`src/rtl/csr_counter_unit_pkg.sv`:
```
// Shared CSR constants for the machine counter block and the CSR read-data mux.
// Also provides the write decode used by the counter unit.
package csr_counter_unit_pkg;

  localparam logic [11:0] CSR_MCOUNTINHIBIT = 12'h320;
  localparam logic [11:0] CSR_MCYCLE        = 12'hB00;
  localparam logic [11:0] CSR_MINSTRET      = 12'hB02;
  localparam logic [11:0] CSR_MCYCLEH       = 12'hB80;
  localparam logic [11:0] CSR_MINSTRETH     = 12'hB82;
  localparam logic [11:0] CSR_CYCLE         = 12'hC00;
  localparam logic [11:0] CSR_TIME          = 12'hC01;
  localparam logic [11:0] CSR_INSTRET       = 12'hC02;
  localparam logic [11:0] CSR_CYCLEH        = 12'hC80;
  localparam logic [11:0] CSR_TIMEH         = 12'hC81;
  localparam logic [11:0] CSR_INSTRETH      = 12'hC82;

  localparam logic [31:0] MCOUNTINHIBIT_MASK = 32'h0000_0005;

  typedef struct packed {
    logic mcycle_lo;
    logic mcycle_hi;
    logic minstret_lo;
    logic minstret_hi;
    logic inhibit;
  } csr_wr_dec_t;

  // One-hot write strobes; the read-only user aliases fall into the default arm.
  function automatic csr_wr_dec_t decode_wr(input logic wr_en, input logic [11:0] addr);
    csr_wr_dec_t dec;
    dec = '0;
    case (addr)
      CSR_MCYCLE:        dec.mcycle_lo   = wr_en;
      CSR_MCYCLEH:       dec.mcycle_hi   = wr_en;
      CSR_MINSTRET:      dec.minstret_lo = wr_en;
      CSR_MINSTRETH:     dec.minstret_hi = wr_en;
      CSR_MCOUNTINHIBIT: dec.inhibit     = wr_en;
      default:           dec = '0;
    endcase
    return dec;
  endfunction

endpackage

```
`src/rtl/csr_counter_unit_counter64.sv`:
```
// 64-bit wrapping counter with 32-bit half writes; a write to either half
// suppresses the increment for that cycle.
module csr_counter64 (
  input  logic        clk,
  input  logic        rst_n,
  input  logic        inc,
  input  logic        wr_lo,
  input  logic        wr_hi,
  input  logic [31:0] wdata,
  output logic [63:0] value
);

  logic [63:0] value_q;
  logic [63:0] value_d;

  // Next value: half writes take priority over the increment.
  always_comb begin
    value_d = value_q;
    if (wr_lo || wr_hi) begin
      if (wr_hi) begin
        value_d[63:32] = wdata;
      end else begin
        value_d[63:32] = value_q[63:32];
      end
      if (wr_lo) begin
        value_d[31:0] = wdata;
      end else begin
        value_d[31:0] = value_q[31:0];
      end
    end else if (inc) begin
      value_d = value_q + 64'd1;
    end else begin
      value_d = value_q;
    end
  end

  // Counter state register.
  always_ff @(posedge clk or negedge rst_n) begin
    if (!rst_n) begin
      value_q <= 64'd0;
    end else begin
      value_q <= value_d;
    end
  end

  assign value = value_q;

endmodule

```
`src/rtl/csr_counter_unit.sv`:
```
// Machine counters (mcycle, minstret, mtime) and mcountinhibit, feeding the
// CSR read-data mux. mtime advances once every TIME_DIV clocks.
module csr_counter_unit
  import csr_counter_unit_pkg::*;
#(
  parameter int unsigned TIME_DIV = 1
) (
  input  logic        clk_in,
  input  logic        rst_n_in,
  input  logic        wr_en_in,
  input  logic [11:0] csr_addr_in,
  input  logic [31:0] data_wr_in,
  input  logic        instret_inc_in,
  output logic [63:0] mcycle_out,
  output logic [63:0] minstret_out,
  output logic [63:0] mtime_out,
  output logic [31:0] mcountinhibit_out
);

  localparam logic [15:0] PRESC_MAX = 16'(TIME_DIV - 1);

  csr_wr_dec_t wr_dec_s;
  logic [15:0] presc_q;
  logic [15:0] presc_d;
  logic [31:0] mcountinhibit_q;
  logic [31:0] mcountinhibit_d;
  logic        mtime_tick_s;
  logic        cycle_inc_s;
  logic        instret_inc_s;

  assign wr_dec_s = decode_wr(wr_en_in, csr_addr_in);

  // Prescaler wrap and inhibit-register next state.
  always_comb begin
    mtime_tick_s = (presc_q == PRESC_MAX);
    if (mtime_tick_s) begin
      presc_d = 16'd0;
    end else begin
      presc_d = presc_q + 16'd1;
    end
    if (wr_dec_s.inhibit) begin
      mcountinhibit_d = data_wr_in & MCOUNTINHIBIT_MASK;
    end else begin
      mcountinhibit_d = mcountinhibit_q;
    end
  end

  // Increment enables read the current inhibit, so a new value applies next cycle.
  assign cycle_inc_s   = ~mcountinhibit_q[0];
  assign instret_inc_s = instret_inc_in & ~mcountinhibit_q[2];

  // Prescaler and inhibit registers.
  always_ff @(posedge clk_in or negedge rst_n_in) begin
    if (!rst_n_in) begin
      presc_q         <= 16'd0;
      mcountinhibit_q <= 32'd0;
    end else begin
      presc_q         <= presc_d;
      mcountinhibit_q <= mcountinhibit_d;
    end
  end

  csr_counter64 u_mcycle (
    .clk   (clk_in),
    .rst_n (rst_n_in),
    .inc   (cycle_inc_s),
    .wr_lo (wr_dec_s.mcycle_lo),
    .wr_hi (wr_dec_s.mcycle_hi),
    .wdata (data_wr_in),
    .value (mcycle_out)
  );

  csr_counter64 u_minstret (
    .clk   (clk_in),
    .rst_n (rst_n_in),
    .inc   (instret_inc_s),
    .wr_lo (wr_dec_s.minstret_lo),
    .wr_hi (wr_dec_s.minstret_hi),
    .wdata (data_wr_in),
    .value (minstret_out)
  );

  csr_counter64 u_mtime (
    .clk   (clk_in),
    .rst_n (rst_n_in),
    .inc   (mtime_tick_s),
    .wr_lo (1'b0),
    .wr_hi (1'b0),
    .wdata (32'd0),
    .value (mtime_out)
  );

  assign mcountinhibit_out = mcountinhibit_q;

endmodule
```
`config.mk`:
```
export PLATFORM = sky130hd
export DESIGN_NAME = csr_counter_unit
export DESIGN_NICKNAME = d
export VERILOG_FILES = /design/src/rtl/csr_counter_unit_pkg.sv /design/src/rtl/csr_counter_unit_counter64.sv /design/src/rtl/csr_counter_unit.sv
export SDC_FILE = /design/constraint.sdc
export NUM_CORES = 1
export LEC_CHECK = 0
export BUFFER_PORTS_ARGS = -buffer_cell sky130_fd_sc_hd__buf_4
export CAP_MARGIN = 5
export CORE_AREA = 3 3 207 209
export DETAILED_ROUTE_END_ITERATION = 7
export DIE_AREA = 0 0 210 212
export GPL_ROUTABILITY_DRIVEN = 0
export SLEW_MARGIN = 20
export SYNTH_ARGS = -nofsm -noshare
export SYNTH_HDL_FRONTEND = slang
export SYNTH_SLANG_ARGS = --single-unit
```
`constraint.sdc`:
```
create_clock -name clk_in -period 3.6 [get_ports clk_in]
set_clock_uncertainty 0.1 [all_clocks]
set_input_delay 0.18 -clock clk_in [delete_from_list [all_inputs] [get_ports clk_in]]
set_output_delay 0.18 -clock clk_in [all_outputs]
set_load 0.01 [all_outputs]
```
==> summary.txt, run 1 <==
Core ar.: 0.0410 sq mm
Worst-Margin Slew: 1030 ps
CTS Root Cell: clkbuf_16
flops & latches, synth: 210
Setup-failing EPs final: 0
CTS Sinks: 210
number of routed nets with antenna violations: 0
clk buf depth: 3
Worst-path clk slew: 60 ps
setup_tns: 0 ps
Total GRT Usage: 21.1%
crit start category: register
drt first-iter violations: 1,077
CTS tree: built
Residual DRC: 0
post-detail-place hpwl: 35.2 mm
Cell Area, Synth: 0.0124 sq mm
XOR/XNOR share of the synthesized area: 5.60%
Hold Worst Slack: 73.3 ps
Post-Synth Adder-Cell Area: 0.506%
leakage: 7.00 nW
library cells used by synthesis: 71
Mean Syn Cell Area: 8.61 sq um
fin cells: 2,239
number of flops mapped to enable cells by yosys: 0
Setup crit end kind: register
r2r setup slk: 650 ps
synth warn: 0
row count: 74
post-synthesis mux area share: 0.506%
first-pass GRT wire length: 73.9 mm
VDD IR-drop max: 0.305 mV
area of the die: 0.0445 sq mm
post-detailed-routing wire length: 48.9 mm
WS Path Type: register to register
simple-gate share of the synthesized area: 24.6%
Hold Crit Depth: 4
worst r2r dst: u_minstret.value[49]$_DFFE_PN0P_
unrepaired setup endpoints after global routing: false
final worst path period share: 81.8%
vias in the first global route: 12,160
DR vias/cell: 5.71
ys async rst share: 100%
final hold vios: 0
Die Span Y: 212 um
FF-to-FF path depth: 6
Slew Viols, Final: 0
initial antenna violation count: 0
Area Overhead vs Synth: 28.1%
Reg-to-Reg Start: u_minstret.value[30]$_DFFE_PN0P_
H-tree depth: 1
Initial Util: 30.1%
relative slew slack: 30.6%
DRT Pass-1 Iters: 6
Routed wire per std cell: 21.8 um
layout cells sized above 1: 20.7%
n_diodes: 0
worst min-delay path class: input pin to register
Post-Place Cells: 2,162
data required time of the critical path: 3960 ps
grt total ovfl: 0
hold endpoint: mcountinhibit_out[2]$_DFFE_PN0P_
Top FF cell, synth: dfrtp_1
CTS Buf Count: 26
status: finished clean
CP max FO: 16
critical path arrival: 3310 ps
final worst path period need: 2950 ps
max-cap violations: 0
Syn Inst Count: 1,435
Compound-Gate Fraction of Synth Area: 20.7%
fin nets: 1,745
Seq/Total Area, Yosys: 42.5%
PortBufs: 241
hold path startpoint: csr_addr_in[11]
I/O pin cnt: 272
fmax: 0.340 GHz
Die X: 210 um
largest net degree at the start of global routing: 87
post-layout util: 38.6%
main combinational cell family by area after synthesis: simple AND/OR/NAND/NOR gates
via count: 12,778
cell area power density: 377 mW/mm^2
worst-skew pair later-pin latency: 540 ps
PnR Total Power: 5.97 mW
routing by layer:
layer	vias up	global-route usage, %	part of all wire (%)	routed length (um)
met5	-	0	0	0
met4	0	8.63	4.9	2380
met3	118	6.34	11	5290
met2	674	33.0	44	21500
met1	6185	27.4	40	19700
li1	5801	-	-	-
state kept, by name (all words and copies together), names as in the netlist:
signal and count:
mcountinhibit_out 2, u_minstret.value 64, u_mtime.value 64, u_mcycle.value 64, presc_q 16
synth_stat cells (14+ instances only):
master / instances / area (sq um)
dfrtp_1: 210 / 5260
a21oi_1: 173 / 866
nand2_1: 146 / 548
nand3_1: 97 / 485
nor2_1: 84 / 315
o21ai_0: 69 / 345
clkbuf_1: 63 / 236
nand4_1: 60 / 375
o22ai_1: 48 / 300
xnor2_1: 48 / 420
nor3_1: 41 / 205
xor2_1: 31 / 272
buf_4: 30 / 225
and3_1: 29 / 181
nor4_1: 29 / 181
inv_1: 28 / 105
o22a_1: 20 / 175
and4_1: 18 / 158
a2bb2oi_1: 17 / 149
and2_1: 16 / 100
a31oi_1: 14 / 87.6
worst max path at each step:
| stage | start | endpoint | cells past startpoint |
|---|---|---|---|
| finish | u_minstret.value[30]$_DFFE_PN0P_ | u_minstret.value[49]$_DFFE_PN0P_ | 6 |
| global route | u_minstret.value[30]$_DFFE_PN0P_ | u_minstret.value[49]$_DFFE_PN0P_ | 6 |
| CTS | u_minstret.value[30]$_DFFE_PN0P_ | u_minstret.value[49]$_DFFE_PN0P_ | 6 |
| detailed placement | u_minstret.value[30]$_DFFE_PN0P_ | u_minstret.value[49]$_DFFE_PN0P_ | 6 |
| global placement | u_minstret.value[30]$_DFFE_PN0P_ | u_minstret.value[49]$_DFFE_PN0P_ | 6 |
| floorplan | u_mcycle.value[3]$_DFFE_PN0P_ | u_mcycle.value[61]$_DFFE_PN0P_ | 6 |
what timing repair did:
action                                  CTS  global route
endpoints found under the hold margin   179             0
resized for setup                         0             0
endpoints found under the setup margin    0             0
setup buffers                             0             0
hold buffers                             34             0
stage by stage:
stage | cell area (sq um) | worst slack, ps
after floorplan | 12500 | 1010
after global placement | 14700 | 723
after detailed placement | 14700 | 693
after CTS | 15800 | 702
after global routing | 15800 | 479
final | 15800 | 655
placed cells by master, fill, tap and decap left out, drive strengths merged, types with 12 or more instances in the layout:
cell         count
a31oi           14
dfrtp          210
o21ai           69
buf            275
o22a            20
clkbuf          39
dlygate4sd3     34
conb            30
and4            20
a21oi          174
xnor2           48
xor2            31
nor3            43
inv             28
nand3          100
o32ai           12
a2bb2oi         17
nand4           61
nor2            84
and2            17
o22ai           48
nor4            32
nand2          149
and3            33
area by class of cell:
type | count | area, sq um
Sequential cell | 210 | 5260
Fill cell | 4140 | 25200
Inverter | 28 | 105
Multi-Input combinational cell | 1116 | 6560
Clock buffer | 38 | 747
Tap cell | 532 | 666
Clock inverter | 5 | 52.6
Timing Repair Buffer | 310 | 2440
critical path: stages, from the launching register on:
cell and delay (ps):
dfrtp_1 550, and4_1 360, nand4bb_2 250, or3_1 690, or4_1 580, a21oi_1 160, a2bb2oi_1 180
where the power goes:
| part | switching, mW | internal (mW) | leakage [nW] |
|---|---|---|---|
| registers | 0.193 | 2.48 | 2.60 |
| logic | 0.435 | 0.326 | 4.01 |
| clock network | 1.04 | 1.49 | 0.390 |
| total | 1.67 | 4.30 | 7.00 |
cell families (layout without fill, tap and decap cells):
group | count (synthesis) | count (layout)
compound gates | 416 | 416
xor+xnor | 79 | 79
mux | 6 | 6
fa+ha+maj | 5 | 5
buf+inv | 138 | 381
simple gates | 580 | 580
other cells | 1 | 30
flops | 210 | 210
Power figures use the tool's default switching activity.
==> inputs of run 2 (changes only) <==
==> constraint.sdc (replaced) <==
create_clock -name clk_in -period 2.4 [get_ports clk_in]
set_clock_uncertainty 0.1 [all_clocks]
set_input_delay 0.12 -clock clk_in [delete_from_list [all_inputs] [get_ports clk_in]]
set_output_delay 0.12 -clock clk_in [all_outputs]
set_load 0.01 [all_outputs]
==> run 2 against run 1 <==
  * The flow now finishes with violations (negative setup slack)
  * Critical path depth unchanged
  * Cell count is 8.9% higher
  * Cell area rose by 11%
  * Register-to-register slack worse by 670 ps
  * Sequential share of layout area fell by 3.3 points
  * Highest routed layer is now met5
==> summary.txt, run 2 (synthesis gave the netlist of run 1 again) <==
layout cells sized above 1: 30.4% (+9.8 points)
kind of cell adding the most delay to the critical path: simple AND/OR/NAND/NOR gates
post-detail-place hpwl: 38.0 mm (+8.1%)
clk buf depth: 3 (unchanged)
largest net degree at the start of global routing: 59 (-32%)
clock power share: 42.0% (-0.4 points)
n_diodes: 0 (unchanged)
Setup crit end kind: register
Routed wire per std cell: 21.1 um (-3.5%)
post-detailed-routing wire length: 51.4 mm (+5.1%)
Post-Place Cells: 2,348 (+8.6%)
H-tree depth: 1 (unchanged)
max-cap violations: 0 (unchanged)
final worst path period share: 101% (+19 points)
data required time of the critical path: 2740 ps (-1220 ps)
Worst-Margin Slew: 576 ps (-455 ps)
met3 WL: 6.14 mm (+16%)
Multi-input gate area: 0.00670 sq mm (+2.1%)
commonest non-fill, non-tap cell in the layout: buf_4
first-pass GRT wire length: 77.7 mm (+5.2%)
Die X: 210 um (unchanged)
Slew Viols, Final: 0 (unchanged)
critical path arrival: 2750 ps (-560 ps)
initial antenna violation count: 3 (+3)
drt first-iter violations: 1,126 (+4.5%)
CTS tree: built
failing checks: negative setup slack
VDD IR-drop max: 0.458 mV (+50%)
worst-skew pair later-pin latency: 560 ps (+20 ps)
CP max FO: 2 (-14)
cell area power density: 537 mW/mm^2 (+42%)
vias in the first global route: 12,972 (+6.7%)
crit start category: register
worst min-delay path class: input pin to register
Die Span Y: 212 um (unchanged)
Net Switching: 2.64 mW (+58%)
wl on met1: 20.7 mm (+4.9%)
fin cells: 2,438 (+8.9%)
CP max stage delay: 490 ps (-200 ps)
WS Path Type: register to register
Top cell by count, worst path: or4_4
grt total ovfl: 0 (unchanged)
number of routed nets with antenna violations: 0 (unchanged)
hold path startpoint: csr_addr_in[10]
CTS Buf Count: 26 (unchanged)
via count: 13,504 (+5.7%)
Core ar.: 0.0410 sq mm (unchanged)
DRT Pass-1 Iters: 5 (-1)
combinational share of power: 17.0% (+4.3 points)
Area Overhead vs Synth: 42.4%
Initial Util: 30.1% (unchanged)
status: finished with violations
fin nets: 1,944 (+11%)
Setup WS post-layout: -16.5 ps (-671 ps)
Residual DRC: 0 (unchanged)
CTS Sinks: 210 (unchanged)
CTS Root Cell: clkbuf_16
Setup-failing EPs final: 1 (+1)
unrepaired setup endpoints after global routing: true
fmax: 0.414 GHz (+22%)
top layer in use: met5
Cell Chain, Critical Path: nand2_2 -> or3_4 -> or4_4 -> or4_4 -> nand3_2 -> or3b_1
DR vias/cell: 5.54 (-2.9%)
Total GRT Usage: 22.3% (+1.2 points)
CP bufs+invs: 0 (unchanged)
final worst path period need: 2420 ps (-529 ps)
I/O pin cnt: 272 (unchanged)
Worst Setup SP: u_mcycle.value[6]$_DFFE_PN0P_
DR WL met2: 22.6 mm (+5.0%)
final hold vios: 0 (unchanged)
Reg area: 0.00526 sq mm (+0.14%)
Sw Share: 28.0% (about the same)
Reg-to-Reg Start: u_mcycle.value[6]$_DFFE_PN0P_
most frequent cells in the layout: buf_4 (463), dfrtp_1 (204), a21oi_1 (172)
post-layout util: 42.9% (+4.3 points)
row count: 74 (unchanged)
Fill cells: 4,024 (-2.8%)
Worst-path clk slew: 70 ps (about the same)
relative slew slack: 61.6% (+31 points)
Pint: 6.81 mW (+58%)
leakage: 8.01 nW (+14%)
PortBufs: 241 (unchanged)
area of the die: 0.0445 sq mm (unchanged)
Max stage delay cell, worst path: or4_4
part of the power in registers: 41.0% (-3.8 points)
run 2: changes by cell type in the layout (fill, tap and decap cells not counted), sizes merged:
cell         delta
clkbuf          -2
buf           +196
clkinvlp        -1
dlygate4sd3     +3
bufinv          +1
clkinv          +2
run 2: layout make-up:
cell class                 instances  share of cell area [%]
clock buffer                      36                    4.20
clock inverter                     7                   0.626
inverter                          28                   0.598
timing repair buffer             509                    22.8
tap                              532                    3.78
multi-input combinational       1116                    38.1
sequential                       210                    29.9
run 2: what timing repair did:
item | 4_1_cts | 5_1_grt
setup endpoints to repair | 14 | 53
resized for setup | 11 | 19
hold buffers | 37 | 0
setup buffers | 1 | 9
pin swaps | 2 | 10
hold endpoints to repair | 331 | 0
run 2: routing by layer:
metal / GRT usage [%] / vias up
li1: - / 6201
met5: 0 / -
met4: 7.70 / 4
met1: 29.5 / 6488
met2: 34.8 / 700
met3: 6.82 / 111
run 2: worst min-delay path, delay by kind of cell:
kind | cells | cell delay, ps
simple gates | 2 | 360
compound gates | 1 | 90
buf+inv | 1 | 70
run 2: power by group through the flow:
| stage | Sequential, mW | Combinational [mW] | Clock [mW] |
|---|---|---|---|
| 3_3_place_gp | 3.93 | 1.51 | 0 |
| 5_1_grt | 3.90 | 1.74 | 4.19 |
| 6_report | 3.88 | 1.60 | 3.97 |
| 3_5_place_dp | 3.94 | 1.54 | 0 |
| 4_1_cts | 3.88 | 1.59 | 4.05 |
| 2_1_floorplan | 4.09 | 0.395 | 0 |
run 2: per-stage QoR:
stage                     power [mW]  cell area [sq um]  setup WS (ps)  TNS (ps)  hold WS (ps)
after floorplan                 4.48              12500          -43.8     -43.8          -276
after global placement          5.45              16200           -133     -2910          59.6
after detailed placement        5.48              16200           -194     -5160          67.5
after global routing            9.83              17600          -68.5      -125          58.5
after CTS                       9.52              17500          -17.8     -17.8          1.79
final                           9.45              17600          -16.5     -16.5          23.0
run 2: worst paths after layout:
check | end | slack [ps] | depth (start not counted)
max in group asynchronous | u_mtime.value[27]$_DFFE_PN0N_ | 1420 | 3
min in group asynchronous | u_mcycle.value[50]$_DFFE_PN0P_ | 50 | 2
min | u_mcycle.value[38]$_DFFE_PN0P_ | 20 | 4
max reg2reg | u_mcycle.value[61]$_DFFE_PN0P_ | -20 | 6
min reg2reg | u_mtime.value[63]$_DFFE_PN0N_ | 380 | 1
max | u_mcycle.value[61]$_DFFE_PN0P_ | -20 | 6
==> inputs of run 3 (changes only) <==
--- a/config.mk
+++ b/config.mk
@@ -7,9 +7,9 @@
 export LEC_CHECK = 0
 export BUFFER_PORTS_ARGS = -buffer_cell sky130_fd_sc_hd__buf_4
 export CAP_MARGIN = 5
-export CORE_AREA = 3 3 207 209
+export CORE_AREA = 3 3 231 188
 export DETAILED_ROUTE_END_ITERATION = 7
-export DIE_AREA = 0 0 210 212
+export DIE_AREA = 0 0 234 191
 export GPL_ROUTABILITY_DRIVEN = 0
 export SLEW_MARGIN = 20
 export SYNTH_ARGS = -nofsm -noshare
==> run 3 against run 2 <==
  * The flow still finishes with violations (negative setup slack)
  * Worst hold slack better by 11 ps
  * Cell count is 1.6% higher
  * Combinational power is 4% lower
  * Cell area is 1.9% higher
  * Fmax is 4.3% lower
  * Critical path depth stayed put
  * Register-to-register slack worse by 110 ps
  * Clock power is 2% lower
  * Setup slack worse by 110 ps
  * Die area is 0.39% higher
==> summary.txt, run 3 (synthesis gave the netlist of run 1 again) <==
WS Path Type: register to register
final worst path period share: 105% (+4.6 points)
Initial Util: 29.8% (-0.35 points)
drt first-iter violations: 1,225 (+8.8%)
cell area power density: 520 mW/mm^2 (-3.1%)
number of routed nets with antenna violations: 0 (unchanged)
layout cells sized above 1: 32.1% (+1.6 points)
Residual DRC: 0 (unchanged)
Fill cells: 4,080 (+1.4%)
row count: 67 (-9.5%)
I/O pin cnt: 272 (unchanged)
Slew Viols, Final: 0 (unchanged)
Reg-to-Reg Start: u_mcycle.value[1]$_DFFE_PN0P_
post-detail-place hpwl: 36.9 mm (-3.0%)
VDD IR-drop max: 0.404 mV (-12%)
vias in the first global route: 12,986 (+0.11%)
relative slew slack: 53.2% (-8.5 points)
Worst-Margin Slew: 701 ps (+125 ps)
Setup WS post-layout: -126 ps (-110 ps)
clk buf depth: 3 (unchanged)
grt total ovfl: 0 (unchanged)
failing checks: negative setup slack
Post-Place Cells: 2,381 (+1.4%)
first-pass GRT wire length: 76.3 mm (-1.8%)
fin cells: 2,477 (+1.6%)
DR vias/cell: 5.49 (-0.93%)
PortBufs: 241 (unchanged)
CP max FO: 3 (+1)
crit start category: register
Setup crit end kind: register
leakage: 8.21 nW (+2.5%)
CTS Root Cell: clkbuf_16
Reg area: 0.00526 sq mm (about the same)
worst-skew pair later-pin latency: 550 ps (about the same)
Multi-input gate area: 0.00686 sq mm (+2.5%)
Die X: 234 um (+11%)
Worst Setup SP: u_mcycle.value[1]$_DFFE_PN0P_
largest net degree at the start of global routing: 58 (-1.7%)
critical path arrival: 2840 ps (+90 ps)
Worst-path clk slew: 60 ps (about the same)
H-tree depth: 1 (unchanged)
initial antenna violation count: 3 (unchanged)
via count: 13,592 (+0.65%)
max-cap violations: 0 (unchanged)
unrepaired setup endpoints after global routing: true
final hold vios: 0 (unchanged)
commonest non-fill, non-tap cell in the layout: buf_4
area of the die: 0.0447 sq mm (+0.39%)
status: finished with violations
CTS Buf Count: 25 (-3.8%)
CTS tree: built
most frequent cells in the layout: buf_4 (473), dfrtp_1 (205), a21oi_1 (171)
fmax: 0.396 GHz (-4.3%)
FF-to-FF path depth: 6 (unchanged)
Critical Path Sink: u_mcycle.value[61]$_DFFE_PN0P_
Setup WS pre-CTS: -224 ps (-29.8 ps)
final worst path period need: 2530 ps (+110 ps)
Die Span Y: 191 um (-9.9%)
post-detailed-routing wire length: 50.9 mm (-1.0%)
fin nets: 1,960 (+0.82%)
DRT Pass-1 Iters: 6 (+1)
data required time of the critical path: 2710 ps (-30 ps)
worst min-delay path class: input pin to async pin
Core ar.: 0.0415 sq mm (+1.2%)
n_diodes: 0 (unchanged)
worst r2r dst: u_mcycle.value[61]$_DFFE_PN0P_
Area Overhead vs Synth: 45.1%
Routed wire per std cell: 20.5 um (-2.6%)
CTS Sinks: 210 (unchanged)
Total GRT Usage: 21.9% (-0.36 points)
Setup-failing EPs final: 2 (+1)
r2r setup slk: -130 ps (-110 ps)
==> run 3: changes by cell type in the layout (fill, tap and decap cells not counted), sizes merged <==
cell | before | now
inv | 28 | 29
buf | 471 | 488
clkbuf | 37 | 36
clkinv | 5 | 6
clkinvlp | 0 | 1
==> run 3: where the power goes <==
part | leakage, nW | internal [mW] | total, mW | switching, mW
registers | 2.59 | 3.73 | 3.92 | 0.191
clock network | 0.401 | 2.26 | 3.89 | 1.63
logic | 5.22 | 0.709 | 1.53 | 0.819
total | 8.21 | 6.69 | 9.33 | 2.64
==> run 3: how the worst min path moves through the flow <==
stage	end	slack, ps
3_3_place_gp	u_mcycle.value[11]$_DFFE_PN0P_	50
4_1_cts	u_mcycle.value[10]$_DFFE_PN0P_	50
5_1_grt	mcountinhibit_out[0]$_DFFE_PN0P_	60
2_1_floorplan	mcountinhibit_out[0]$_DFFE_PN0P_	-280
3_5_place_dp	u_mcycle.value[15]$_DFFE_PN0P_	50
6_report	u_mcycle.value[10]$_DFFE_PN0P_	30
==> run 3: timing repair <==
| item | CTS | global route |
|---|---|---|
| setup buffers | 7 | 7 |
| resized for setup | 5 | 54 |
| hold endpoints to repair | 275 | 0 |
| hold buffers | 37 | 0 |
| pin swaps | 3 | 15 |
| endpoints found under the setup margin | 17 | 65 |
==> run 3: metrics by stage <==
stage	utilization [%]	hold slack, ps	TNS (ps)	area, sq um	power, mW
final	43.2	34.1	-129	17900	9.33
after global placement	39.4	48.6	-9210	16300	5.38
after floorplan	-	-276	-43.8	12500	4.48
after global routing	43.2	64.7	-1410	17900	9.73
after detailed placement	39.4	51.5	-12410	16300	5.42
after CTS	42.4	49.4	-74.4	17600	9.39
==> run 3: final cells by class <==
type                            instances  area share (%)
Inverter                               28           0.586
Clock inverter                         10           0.614
Clock buffer                           35            3.92
Sequential cell                       210            29.3
Tap cell                              552            3.85
Multi-Input combinational cell       1116            38.3
Timing Repair Buffer                  526            23.4
==> run 3: worst max-delay path, stage by stage (launching register included) <==
cell     delay [ps]
dfrtp_1         460
nand2_2          90
or3_4           340
or4_4           500
or4_4           470
nand3_2          90
or3b_1          350
==> run 3: routing by layer <==
| metal | GRT usage (%) | routed length, um |
|---|---|---|
| met1 | 29.6 | 21500 |
| met2 | 32.7 | 21700 |
| met4 | 7.08 | 1850 |
| met3 | 7.61 | 5800 |
| met5 | 0 | 34 |
